## config.mk

```make
export PLATFORM = sky130hd
export DESIGN_NAME = cdb_arbiter
export DESIGN_NICKNAME = d
export VERILOG_FILES = /design/src/rtl/cdb_arbiter.sv
export SDC_FILE = /design/constraint.sdc
export NUM_CORES = 1
export LEC_CHECK = 0
export CAP_MARGIN = 40
export CELL_PAD_IN_SITES_DETAIL_PLACEMENT = 1
export CELL_PAD_IN_SITES_GLOBAL_PLACEMENT = 2
export CORE_UTILIZATION = 14
export DETAILED_ROUTE_END_ITERATION = 7
export MAX_ROUTING_LAYER = met4
export PLACE_DENSITY_LB_ADDON = 0.1
export SLEW_MARGIN = 40
export SYNTH_ARGS = -nofsm -noshare
export SYNTH_HDL_FRONTEND = slang
export SYNTH_SLANG_ARGS = --single-unit
```

## constraint.sdc

```tcl
create_clock -name clk -period 1.34 [get_ports clk]
set_input_delay 0.134 -clock clk [delete_from_list [all_inputs] [get_ports clk]]
set_output_delay 0.134 -clock clk [all_outputs]
set_load 0.02 [all_outputs]
```

## src/rtl/cdb_arbiter.sv

```systemverilog
// Common Data Bus arbiter: picks one completing execution unit per cycle and
// drives the registered CDB broadcast. Define CDB_RR_EN for round-robin; default is fixed priority.
module cdb_arbiter #(
  parameter int N_REQ  = 4,
  parameter int TAG_W  = 6,
  parameter int DATA_W = 32
) (
  input  logic                            clk,
  input  logic                            rst,
  input  logic [N_REQ-1:0]                req_valid,
  input  logic [N_REQ*TAG_W-1:0]          req_tag,
  input  logic [N_REQ*DATA_W-1:0]         req_data,
  input  logic                            tf_full,
  output logic [N_REQ-1:0]                grant,
  output logic                            cdb_valid,
  output logic [TAG_W-1:0]                cdb_tag,
  output logic [DATA_W-1:0]               cdb_data,
  output logic [$clog2(N_REQ)-1:0]        cdb_src
);

  localparam int SRC_W = $clog2(N_REQ);

  logic [N_REQ-1:0][TAG_W-1:0]  tag_arr;
  logic [N_REQ-1:0][DATA_W-1:0] data_arr;
  logic [SRC_W-1:0]             win;
  logic                         found;
  logic                         xfer;
  int                           idx;

  for (genvar g = 0; g < N_REQ; g++) begin : g_unpack
    assign tag_arr[g]  = req_tag[g*TAG_W +: TAG_W];
    assign data_arr[g] = req_data[g*DATA_W +: DATA_W];
  end

`ifdef CDB_RR_EN
  logic [SRC_W-1:0] ptr;
`endif

  // Search order: from the pointer upward with wrap (round-robin) or from unit 0 (fixed).
  always_comb begin
    found = 1'b0;
    win   = '0;
    idx   = 0;
    for (int k = 0; k < N_REQ; k++) begin
`ifdef CDB_RR_EN
      idx = int'(ptr) + k;
      if (idx >= N_REQ) idx = idx - N_REQ;
`else
      idx = k;
`endif
      if (!found && req_valid[idx]) begin
        found = 1'b1;
        win   = SRC_W'(idx);
      end
    end
  end

  always_comb begin
    grant = '0;
    if (!rst && !tf_full && found) grant[win] = 1'b1;
  end

  assign xfer = |grant;

  always_ff @(posedge clk) begin
    if (rst) begin
      cdb_valid <= 1'b0;
      cdb_tag   <= '0;
      cdb_data  <= '0;
      cdb_src   <= '0;
    end else begin
      cdb_valid <= xfer;
      if (xfer) begin
        cdb_tag  <= tag_arr[win];
        cdb_data <= data_arr[win];
        cdb_src  <= win;
      end
    end
  end

`ifdef CDB_RR_EN
  // Pointer moves past the winner only when a transfer actually happens.
  always_ff @(posedge clk) begin
    if (rst)       ptr <= '0;
    else if (xfer) ptr <= (win == SRC_W'(N_REQ-1)) ? '0 : win + 1'b1;
  end
`endif

endmodule

```

Word level (Yosys, flattened, before mapping) --
Cells that the tools add are included.
Storage, ports and cells: bits in registers 41, output and inout port bits 45, logic and storage cells 32
Cells by class: $lt $le $gt $ge 2, multiplexer cells 14, reductions and logical operators 12
Operator list (number):
- 32-bit binary-select mux with 2-bit select | 1
- 32-bit 2-to-1 mux | 1
- 6-bit binary-select mux with 2-bit select | 1
- 1-bit logical AND | 6
- 1-bit 2-to-1 mux | 6
- 6-bit 2-to-1 mux | 1
- 1-bit logical NOT | 5
- 2-bit 2-to-1 mux | 2
- 4-bit 2-to-1 mux | 1
- 4-bit OR reduction | 1
- 2-bit by 3-bit < comparator with 1-bit output, second input constant | 1
- 1-bit demux with 2-bit select | 1
- 2-bit by 1-bit >= comparator with 1-bit output, second input constant | 1

Depth between registers and ports, before layout --
Gate-level depths: netlist (run 1).
word-level depth 16, gate-level depth with buffers 7, depth with buffers taken out 4

Worst setup path after synthesis (run 1) --
OpenSTA, ideal clock, no wires.
kind input to register, from input port req_valid[2], to register cdb_data[25], setup time 0.145 ns, arrival time 1.249 ns, required time 1.195 ns, slack -0.055 ns, stages 7, path buffers 3, cells stage by stage clkbuf_1 nor3_1 or2_2 buf_4 buf_1 a2bb2oi_1 a311oi_2
Between the ends: longest elaborated chain between the ends 11
RTL lines:
- from (decl) | line 10 | input logic [N_REQ-1:0] req_valid,
- 1-bit logical AND * | line 51 | if (!found && req_valid[idx]) begin
- 1-bit 2-to-1 mux | line 51
- 1-bit logical NOT | line 51
- 1-bit logical AND | line 51
- 2-bit 2-to-1 mux | line 51
- 2-bit by 3-bit < comparator with 1-bit output (not written as such) or 2-bit by 1-bit >= comparator with 1-bit output (tied branches) | line 60 | if (!rst && !tf_full && found) grant[win] = 1'b1;
- 1-bit logical AND (not written as such) | line 60
- 1-bit 2-to-1 mux (not written as such) | line 60
- 1-bit demux with 2-bit select | line 60
- 4-bit 2-to-1 mux | line 60
- 4-bit OR reduction | line 63 | assign xfer = |grant;
- to (signal assigned) | line 75 | cdb_data <= data_arr[win];
- to (decl) | line 17 | output logic [DATA_W-1:0] cdb_data,
Mark *: on every way between the ends. The rest lies on a longest branch, timed or not. The select of a mux whose other input is x is not followed. A chain may end at the register's enable or synchronous reset.

Worst setup path in the final report (run 1) --
from input port req_valid[1], to register cdb_data[7]
Between the ends: longest elaborated chain between the ends 14
RTL lines (line):
- 1-bit logical AND * | 51
- 1-bit 2-to-1 mux | 51
- 1-bit logical NOT | 51
- 1-bit logical AND | 51
- 1-bit 2-to-1 mux | 51
- 1-bit logical NOT | 51
- 1-bit logical AND | 51
- 2-bit 2-to-1 mux | 51
- 2-bit by 3-bit < comparator with 1-bit output (not written as such) or 2-bit by 1-bit >= comparator with 1-bit output (tied branches) | 60
- 1-bit logical AND (not written as such) | 60
- 1-bit 2-to-1 mux (not written as such) | 60
- 1-bit demux with 2-bit select | 60
- 4-bit 2-to-1 mux | 60
- 4-bit OR reduction | 63
Marks and branches as above.

==> results of run 1 <==
==> flip-flops by register name (all words and copies together), names as in the netlist <==
register,cells
cdb_src,2
cdb_valid,1
cdb_tag,6
cdb_data,32
==> worst max path at each step <==
stage                     slack [ns]         start           end  depth (start not counted)
after CTS                       0.01       tf_full      grant[1]                          5
final                           0.06  req_valid[1]   cdb_data[7]                          5
after floorplan                -0.01  req_valid[1]  cdb_data[25]                          7
after global placement         -0.46  req_valid[1]      grant[3]                          4
after global routing           0.005  req_valid[1]   cdb_data[3]                          5
after detailed placement       -0.50  req_valid[1]  cdb_data[28]                          6
==> repair_timing <==
| item | in CTS | in global routing |
|---|---|---|
| cloned | 3 | 7 |
| gates resized for setup | 78 | 12 |
| buffers inserted | 3 | 0 |
| setup endpoints to repair | 84 | 25 |
| pin swaps | 2 | 13 |
==> critical path, cell delays in order <==
cell and delay, ns:
sky130_fd_sc_hd__dlygate4sd2_1 0.25, sky130_fd_sc_hd__or2_4 0.29, sky130_fd_sc_hd__o31a_4 0.35, sky130_fd_sc_hd__clkbuf_16 0.20, sky130_fd_sc_hd__a311oi_1 0.26
==> report_power, final <==
part           switching [µW]  total [µW]  internal (µW)  leakage [µW]
clock network             519        1250            733     0.0000700
registers                39.2        1340           1300      0.000338
logic                     620        1500            877       0.00163
total                    1180        4090           2910       0.00203
==> per-stage QoR <==
| stage | cell area [µm²] | TNS [ns] | util |
|---|---|---|---|
| final | 5260 | 0 | 0.316 |
| after global routing | 5260 | 0 | 0.316 |
| after CTS | 5050 | 0 | 0.304 |
| after detailed placement | 4760 | -20.56 | 0.286 |
| after global placement | 4760 | -19.42 | 0.286 |
| after floorplan | 2410 | -0.138 | - |
==> cell families after synthesis <==
family	Yosys count
AOI/OAI and AO/OA	117
DFF	41
buffers and inverters	38
and+or+nand+nor	91
==> synthesized netlist by cell type, types with 2 or more instances <==
cell,n,share of area
sky130_fd_sc_hd__dfxtp_1,41,0.34
sky130_fd_sc_hd__and2_1,2,0.0052
sky130_fd_sc_hd__a2bb2oi_1,38,0.14
sky130_fd_sc_hd__nand2_1,40,0.062
sky130_fd_sc_hd__buf_6,3,0.014
sky130_fd_sc_hd__buf_2,11,0.023
sky130_fd_sc_hd__nor2_1,43,0.067
sky130_fd_sc_hd__inv_1,2,0.0031
sky130_fd_sc_hd__a311oi_2,10,0.062
sky130_fd_sc_hd__nor2b_1,3,0.0078
sky130_fd_sc_hd__clkbuf_1,20,0.031
sky130_fd_sc_hd__a22oi_1,38,0.12
sky130_fd_sc_hd__a311oi_1,28,0.10
==> area by class of cell <==
class	count	area (µm²)
clock buffers	7	143
diodes	2	5.00
fillers	1897	11400
inverters	2	7.51
multi-input cells	209	1530
repair buffers	237	2470
flip-flops and latches	41	821
well taps	220	275
==> per-layer routing <==
| layer | up-vias | routed length (µm) | GRT usage | part of all wire |
|---|---|---|---|---|
| met4 | 0 | 103 | 0.0307 | 0.0078 |
| met3 | 5 | 1070 | 0.0502 | 0.081 |
| met1 | 1422 | 5780 | 0.165 | 0.44 |
| met5 | - | 0 | - | 0 |
| li1 | 1527 | - | - | - |
| met2 | 129 | 6200 | 0.227 | 0.47 |
==> parameters.txt, run 1 <==
Parameter                              Value

STA
  Max Transition Viols Final ... 0
  Max Clock Skew ... 0 ns
  Slew of the pin with the lowest slew margin ... 0.597 ns
  Final period demand of the worst path ... 1.28 ns
  Final clock period utilization by the worst path ... 0.958
  F_max ... 0.779 GHz
  Final number of hold-violating endpoints ... 0
  Worst Slack Setup Final ... 0.0565 ns
  Worst Hold Slack ... 0.248 ns
  Number of setup violations in the final report ... 0
  RSZ-0062 raised after global routing ... false
  Remaining max-slew budget at the tightest pin ... 0.602

Place
  Pre-CTS setup slack ... -0.496 ns
  HPWL after detailed placement ... 8.59 mm
  Weighted congestion at the end of routability-driven global placement ... 0.717
  Inst Count DP ... 696
  Port buffer count ... 203

Global route
  GRT Residual Overflow ... 0
  Total global-route track usage ... 0.140
  Global-route wire length before repair ... 18.1 mm
  Pin count of the biggest net entering global routing ... 41
  Number of antenna violations at the first check in global routing ... 2
  Via count of the first global-routing pass ... 3151

Clock tree
  Clock latency reported for the late side of the worst-skew pair ... 0.29 ns
  Number of H-tree levels ... 2
  Number of buffers inserted during clock tree synthesis ... 5
  Clock tree from TritonCTS ... built
  Clock-pin slew on the worst setup and hold paths ... 0.06 ns
  Longest Clk Path Bufs ... 2
  CTS sink count ... 41
  Hold bufs inserted after CTS ... 0
  Clk root buf ... sky130_fd_sc_hd__clkbuf_16

Floorplan
  # rows ... 47
  Area of the core region ... 0.0166 mm²
  Horizontal extent of the die ... 133 µm
  Total die area ... 0.0177 mm²
  Boundary Pins ... 204
  Starting density of the core ... 0.144
  Die height ... 133 µm

Run status
  Outcome ... finished clean

Detailed routing
  Routed length per instance ... 18.3 µm
  Initial DRC Count ... 79
  Via count ... 3083
  Drt drc ... 0
  Aggregate routed wire length ... 13.2 mm
  Remaining antenna violation count ... 0
  Detailed-route vias per instance ... 4.29
  Router iterations before antenna repair ... 4

Hold path
  Depth of the worst hold-timing path ... 4
  Hold Crit Start ... tf_full
  Sink of the worst hold path ... cdb_src[1]
  Worst hold path class ... primary input to flip-flop

Yosys
  Distinct cell type count after synthesis ... 21
  Syn avg cell area ... 8.37 µm²
  Mux cell area share after synthesis ... 0
  Part of the Yosys area used for sequential elements ... 0.342
  Adder-cell area share of the yosys netlist ... 0
  Mapped Area ... 0.00240 mm²
  Post-synthesis share of cell area spent on and, or, nand and nor gates ... 0.150
  Count of state elements after synthesis ... 41
  Number of warning messages in the yosys log ... 0
  Prevailing post-synth register cell ... sky130_fd_sc_hd__dfxtp_1
  Synth Area in Compound Gates ... 0.432
  Dominant combinational cell family by area after synthesis ... compound AO/OA/AOI/OAI gates
  Post-synthesis instance total ... 287
  Xor and xnor fraction of the mapped netlist area ... 0
  Number of enable flip-flop cells after synthesis ... 0
  Number of nets in the synthesized netlist ... 446
  Post-synth ARST share ... 0

Power
  Final total power ... 4090 µW
  Power density over the cells ... 779 mW/mm²
  Leakage power figure ... 0.00203 µW
  Worst voltage drop across the vdd grid ... 0.461 mV

Worst setup path
  Capture point of the worst reg-to-reg path ... cdb_tag[4]
  Data arrival time of the critical path ... 1.48 ns
  R2R Setup Slk ... 0.60 ns
  Worst setup path class ... primary input to flip-flop
  Critical Path Source Type ... primary input
  Largest fanout on the critical path ... 16
  Crit path capture type ... flip-flop
  Origin of the critical flop-to-flop path ... cdb_tag[4]
  Worst reg-to-reg path cell count ... 2
  Data required time of the worst path ... 1.54 ns

Cells and area
  Post-Layout Cell Count ... 718
  Commonest cells after routing, fill and taps aside ... sky130_fd_sc_hd__clkdlybuf4s50_1 (152), sky130_fd_sc_hd__nor2_1 (43), sky130_fd_sc_hd__dlygate4sd2_1 (43)
  Commonest non-fill, non-tap cell in the layout ... sky130_fd_sc_hd__clkdlybuf4s50_1
  Layout cell share with drive strength beyond 1 ... 0.153
  Fin nets ... 655
  Synth-to-Final Area Change ... 119%

Job
  Count of maximum capacitance violations ... 0
(Power assumes the default switching activity.)
==> run 2, diff against run 1 <==
--- a/config.mk
+++ b/config.mk
@@ -5,11 +5,13 @@
 export SDC_FILE = /design/constraint.sdc
 export NUM_CORES = 1
 export LEC_CHECK = 0
+export ABC_AREA = 1
 export CAP_MARGIN = 40
 export CELL_PAD_IN_SITES_DETAIL_PLACEMENT = 1
 export CELL_PAD_IN_SITES_GLOBAL_PLACEMENT = 2
-export CORE_UTILIZATION = 14
+export CORE_UTILIZATION = 16
 export DETAILED_ROUTE_END_ITERATION = 7
+export GPL_TIMING_DRIVEN = 0
 export MAX_ROUTING_LAYER = met4
 export PLACE_DENSITY_LB_ADDON = 0.1
 export SLEW_MARGIN = 40
==> run 2 against run 1 <==
  * First-iteration DRC count is 24% higher
  * Clock power grew 18%
  * Area after synthesis up 44%
  * Combinational power grew 11%
  * Die area increased by 26%
  * Sequential power about the same
  * Via count rose by 47%
  * Cell area rose by 19%
  * Global-route usage increased by 2.2 points
  * Critical path type is now primary input to primary output
  * Critical endpoint is now grant[2]
  * Largest power group unchanged
==> parameters.txt, run 2 <==
Parameter                              Value

Run status
  Outcome ... finished clean

Place
  HPWL after detailed placement ... 13.6 mm (+58%)
  Placed Area ... 0.00583 mm² (+23%)
  Weighted congestion at the end of routability-driven global placement ... 0.713 (-0.57%)
  Port buffer count ... 202 (-0.49%)
  Pre-CTS setup slack ... -0.889 ns (-0.393 ns)

STA
  Max Clock Skew ... 0 ns (unchanged)
  RSZ-0062 raised after global routing ... false
  F_max ... 0.782 GHz (+0.36%)
  Final number of hold-violating endpoints ... 0 (unchanged)
  Final clock period utilization by the worst path ... 0.954 (-0.00346)
  Worst Hold Slack ... 0.248 ns (-0.000185 ns)
  Fin Setup TNS ... 0 ns (unchanged)
  Worst Slack Setup Final ... 0.0612 ns (+0.00464 ns)
  Max Transition Viols Final ... 0 (unchanged)
  Remaining max-slew budget at the tightest pin ... 0.618 (+0.0157)
  Number of setup violations in the final report ... 0 (unchanged)
  Slew of the pin with the lowest slew margin ... 0.574 ns (-0.0235 ns)
  Final period demand of the worst path ... 1.28 ns (-0.00464 ns)

Yosys
  Post-synth top area cell ... sky130_fd_sc_hd__dfxtp_1
  Top cell types by occurrence after synthesis ... sky130_fd_sc_hd__nand3_1 (127), sky130_fd_sc_hd__inv_1 (123), sky130_fd_sc_hd__nand2_1 (117), sky130_fd_sc_hd__nor2_1 (79), sky130_fd_sc_hd__nand3b_1 (65)
  Number of nets in the synthesized netlist ... 768 (+72%)
  Post-synthesis instance total ... 609 (+110%)
  Count of state elements after synthesis ... 41 (unchanged)
  Syn avg cell area ... 5.70 µm² (-32%)
  Distinct cell type count after synthesis ... 19 (-9.5%)
  Prevailing post-synth register cell ... sky130_fd_sc_hd__dfxtp_1
  Post-synth top area share ... 0.237 (-0.105)
  Post-synth ARST share ... 0 (unchanged)
  Part of the Yosys area used for sequential elements ... 0.237 (-0.105)
  Most repeated cell in the gate-level netlist after synthesis ... sky130_fd_sc_hd__nand3_1
  Number of enable flip-flop cells after synthesis ... 0 (unchanged)
  Mapped Area ... 0.00347 mm² (+44%)
  Dominant cells by area after synthesis ... sky130_fd_sc_hd__dfxtp_1 (24%), sky130_fd_sc_hd__nand3_1 (18%), sky130_fd_sc_hd__nand3b_1 (14%)
  Number of warning messages in the yosys log ... 0 (unchanged)

Job
  Count of maximum capacitance violations ... 0 (unchanged)

Detailed routing
  Routed length per instance ... 15.5 µm (-15%)
  Initial DRC Count ... 98 (+24%)
  Router iterations before antenna repair ... 4 (unchanged)
  Via count ... 4543 (+47%)
  Detailed-route vias per instance ... 4.09 (-4.7%)
  Drt drc ... 0 (unchanged)
  Aggregate routed wire length ... 17.2 mm (+31%)
  Remaining antenna violation count ... 0 (unchanged)

Worst setup path
  CP peak stage delay ... 0.44 ns (+0.09 ns)
  Critical Path Source Type ... primary input
  Worst path top cell family by delay ... buffers and inverters
  Sequence of cells on the critical path ... clkdlybuf4s50_1 > nor2_4 > nand2_4 > nor2_1 > buf_2
  Data required time of the worst path ... 1.21 ns (-0.33 ns)
  Largest fanout on the critical path ... 6 (-10)
  Critical-path cell with the highest stage delay ... sky130_fd_sc_hd__clkdlybuf4s50_1
  CP bufs+invs ... 2 (unchanged)
  Data arrival time of the critical path ... 1.14 ns (-0.34 ns)
  Crit path capture type ... primary output
  Worst setup path class ... primary input to primary output

Clock tree
  Hold bufs inserted after CTS ... 0 (unchanged)
  Clock tree from TritonCTS ... built
  Number of H-tree levels ... 2 (unchanged)
  Clock-pin slew on the worst setup and hold paths ... 0.07 ns (about the same)
  CTS sink count ... 41 (unchanged)
  Longest Clk Path Bufs ... 2 (unchanged)
  Clock latency reported for the late side of the worst-skew pair ... 0.29 ns (about the same)
  Number of buffers inserted during clock tree synthesis ... 5 (unchanged)
  Clk root buf ... sky130_fd_sc_hd__clkbuf_16

Power
  Clock network fraction of total power ... 0.328 (+0.022)
  Net switching fraction of the power ... 0.310 (+0.0216)
  Combinational power share ... 0.371 (+0.005)
  Power density over the cells ... 719 mW/mm² (-7.7%)
  Leakage power figure ... 0.00320 µW (+57%)
  Proportion of power drawn by flip-flops and latches ... 0.301 (-0.027)
  P_int ... 3110 µW (+6.8%)
  Switching power total ... 1400 µW (+18%)
  Worst voltage drop across the vdd grid ... 0.419 mV (-9.2%)

Cells and area
  Antenna cell count ... 0 (-2)
  Fin nets ... 993 (+52%)
  Largest register FFs ... 32 (unchanged)
  Commonest cells after routing, fill and taps aside ... sky130_fd_sc_hd__clkdlybuf4s50_1 (153), sky130_fd_sc_hd__nand3_1 (127), sky130_fd_sc_hd__inv_1 (122)
  Fin area ... 0.00627 mm² (+19%)
  Utilization after layout ... 0.297 (-0.0193)
  Commonest non-fill, non-tap cell in the layout ... sky130_fd_sc_hd__clkdlybuf4s50_1
  Number of fillers in the final layout ... 2657 (+40%)
  Registers with the most flip-flops ... cdb_data x32, cdb_tag x6, cdb_src x2
  Layout cell share with drive strength beyond 1 ... 0.0994 (-0.0538)
  Most flop-heavy register ... cdb_data
  Synth-to-Final Area Change ... 80.9%

Global route
  Total global-route track usage ... 0.162 (+0.0216)
  Number of antenna violations at the first check in global routing ... 0 (-2)
  Via count of the first global-routing pass ... 4925 (+56%)
  Global-route wire length before repair ... 26.5 mm (+46%)
  Pin count of the biggest net entering global routing ... 13 (-68%)
  GRT Residual Overflow ... 0 (unchanged)

Floorplan
  Die height ... 149 µm (+12%)
  Total die area ... 0.0223 mm² (+26%)
  Starting density of the core ... 0.164 (+0.0196)
  Area of the core region ... 0.0212 mm² (+27%)
  Boundary Pins ... 204 (unchanged)
  # rows ... 53 (+13%)
  Horizontal extent of the die ... 149 µm (+12%)

Hold path
  Worst hold path class ... primary input to flip-flop
run 2: changes by cell type after synthesis, moves of 4 or more:
cell / previous run / this run
sky130_fd_sc_hd__a311oi_1: 28 / 0
sky130_fd_sc_hd__nand3b_1: 0 / 65
sky130_fd_sc_hd__buf_2: 11 / 21
sky130_fd_sc_hd__a311oi_2: 10 / 0
sky130_fd_sc_hd__buf_4: 1 / 10
sky130_fd_sc_hd__nand2_1: 40 / 117
sky130_fd_sc_hd__a22oi_1: 38 / 0
sky130_fd_sc_hd__clkbuf_1: 20 / 8
sky130_fd_sc_hd__a2bb2oi_1: 38 / 0
sky130_fd_sc_hd__nand2_2: 0 / 4
sky130_fd_sc_hd__inv_1: 2 / 123
sky130_fd_sc_hd__nand3_1: 0 / 127
sky130_fd_sc_hd__nor2_1: 43 / 79
run 2: per-layer routing:
layer,part of all wire,GRT usage,vias to the layer above
met3,0.051,0.0297,12
met2,0.49,0.280,113
li1,-,-,2310
met4,0.0098,0.0321,0
met5,0,-,-
met1,0.45,0.194,2108
run 2: worst paths after layout:
check | from | endpoint | slack, ns | depth (start not counted)
setup reg to reg | cdb_data[31] | cdb_data[31] | 0.62 | 4
hold / removal | rst | cdb_data[9] | 0.25 | 4
setup / recovery | tf_full | grant[2] | 0.06 | 5
hold reg to reg | cdb_src[0] | cdb_src[0] | 0.47 | 2
run 2: logic make-up after synthesis:
logic type | count (synthesis) | share of synthesized area
AO/OA/AOI/OAI | 2 | 0.00288
buffers and inverters | 169 | 0.206
flip-flops | 41 | 0.237
AND/OR/NAND/NOR | 397 | 0.555
run 2: power groups by stage:
stage	Clock [µW]	Combinational [µW]	Sequential (µW)
global route	1590	1850	1370
detailed placement	0	1660	1390
finish	1480	1670	1360
CTS	1550	1680	1360
floorplan	0	665	1490
global placement	0	1650	1380
run 2: what timing repair did:
item | 4_1_cts | 5_1_grt
pin swaps | 7 | 6
resized for setup | 107 | 27
setup buffers | 14 | 3
setup endpoints to repair | 84 | 36
run 2: layout make-up:
type / instances / area, µm² / area share
Clock inverter: 1 / 30.0 / 0.00479
Timing Repair Buffer: 219 / 2090 / 0.333
Sequential cell: 41 / 821 / 0.131
Tap cell: 275 / 344 / 0.0548
Clock buffer: 7 / 143 / 0.0227
Buffer: 43 / 373 / 0.0594
Multi-Input combinational cell: 399 / 1990 / 0.318
Inverter: 125 / 477 / 0.0760
run 2: through the flow:
step           cells  total power [µW]
4_1_cts         1108              4590
3_3_place_gp    1086              3030
6_report        1110              4510
5_1_grt         1110              4810
3_5_place_dp    1086              3050
2_1_floorplan    609              2150
run 2: worst register-to-register path, stage by stage (launching register included):
cell and delay, ns:
sky130_fd_sc_hd__dfxtp_1 0.34, sky130_fd_sc_hd__nor2_1 0.11, sky130_fd_sc_hd__nor2_1 0.05, sky130_fd_sc_hd__nand2_1 0.09, sky130_fd_sc_hd__inv_1 0.04
==> run 3, diff against run 2 <==
--- a/config.mk
+++ b/config.mk
@@ -6,6 +6,7 @@
 export NUM_CORES = 1
 export LEC_CHECK = 0
 export ABC_AREA = 1
+export ABC_CLOCK_PERIOD_IN_PS = 1340
 export CAP_MARGIN = 40
 export CELL_PAD_IN_SITES_DETAIL_PLACEMENT = 1
 export CELL_PAD_IN_SITES_GLOBAL_PLACEMENT = 2
==> results of run 3 <==
Final layout, timing and power as in run 2 (identical DEF).
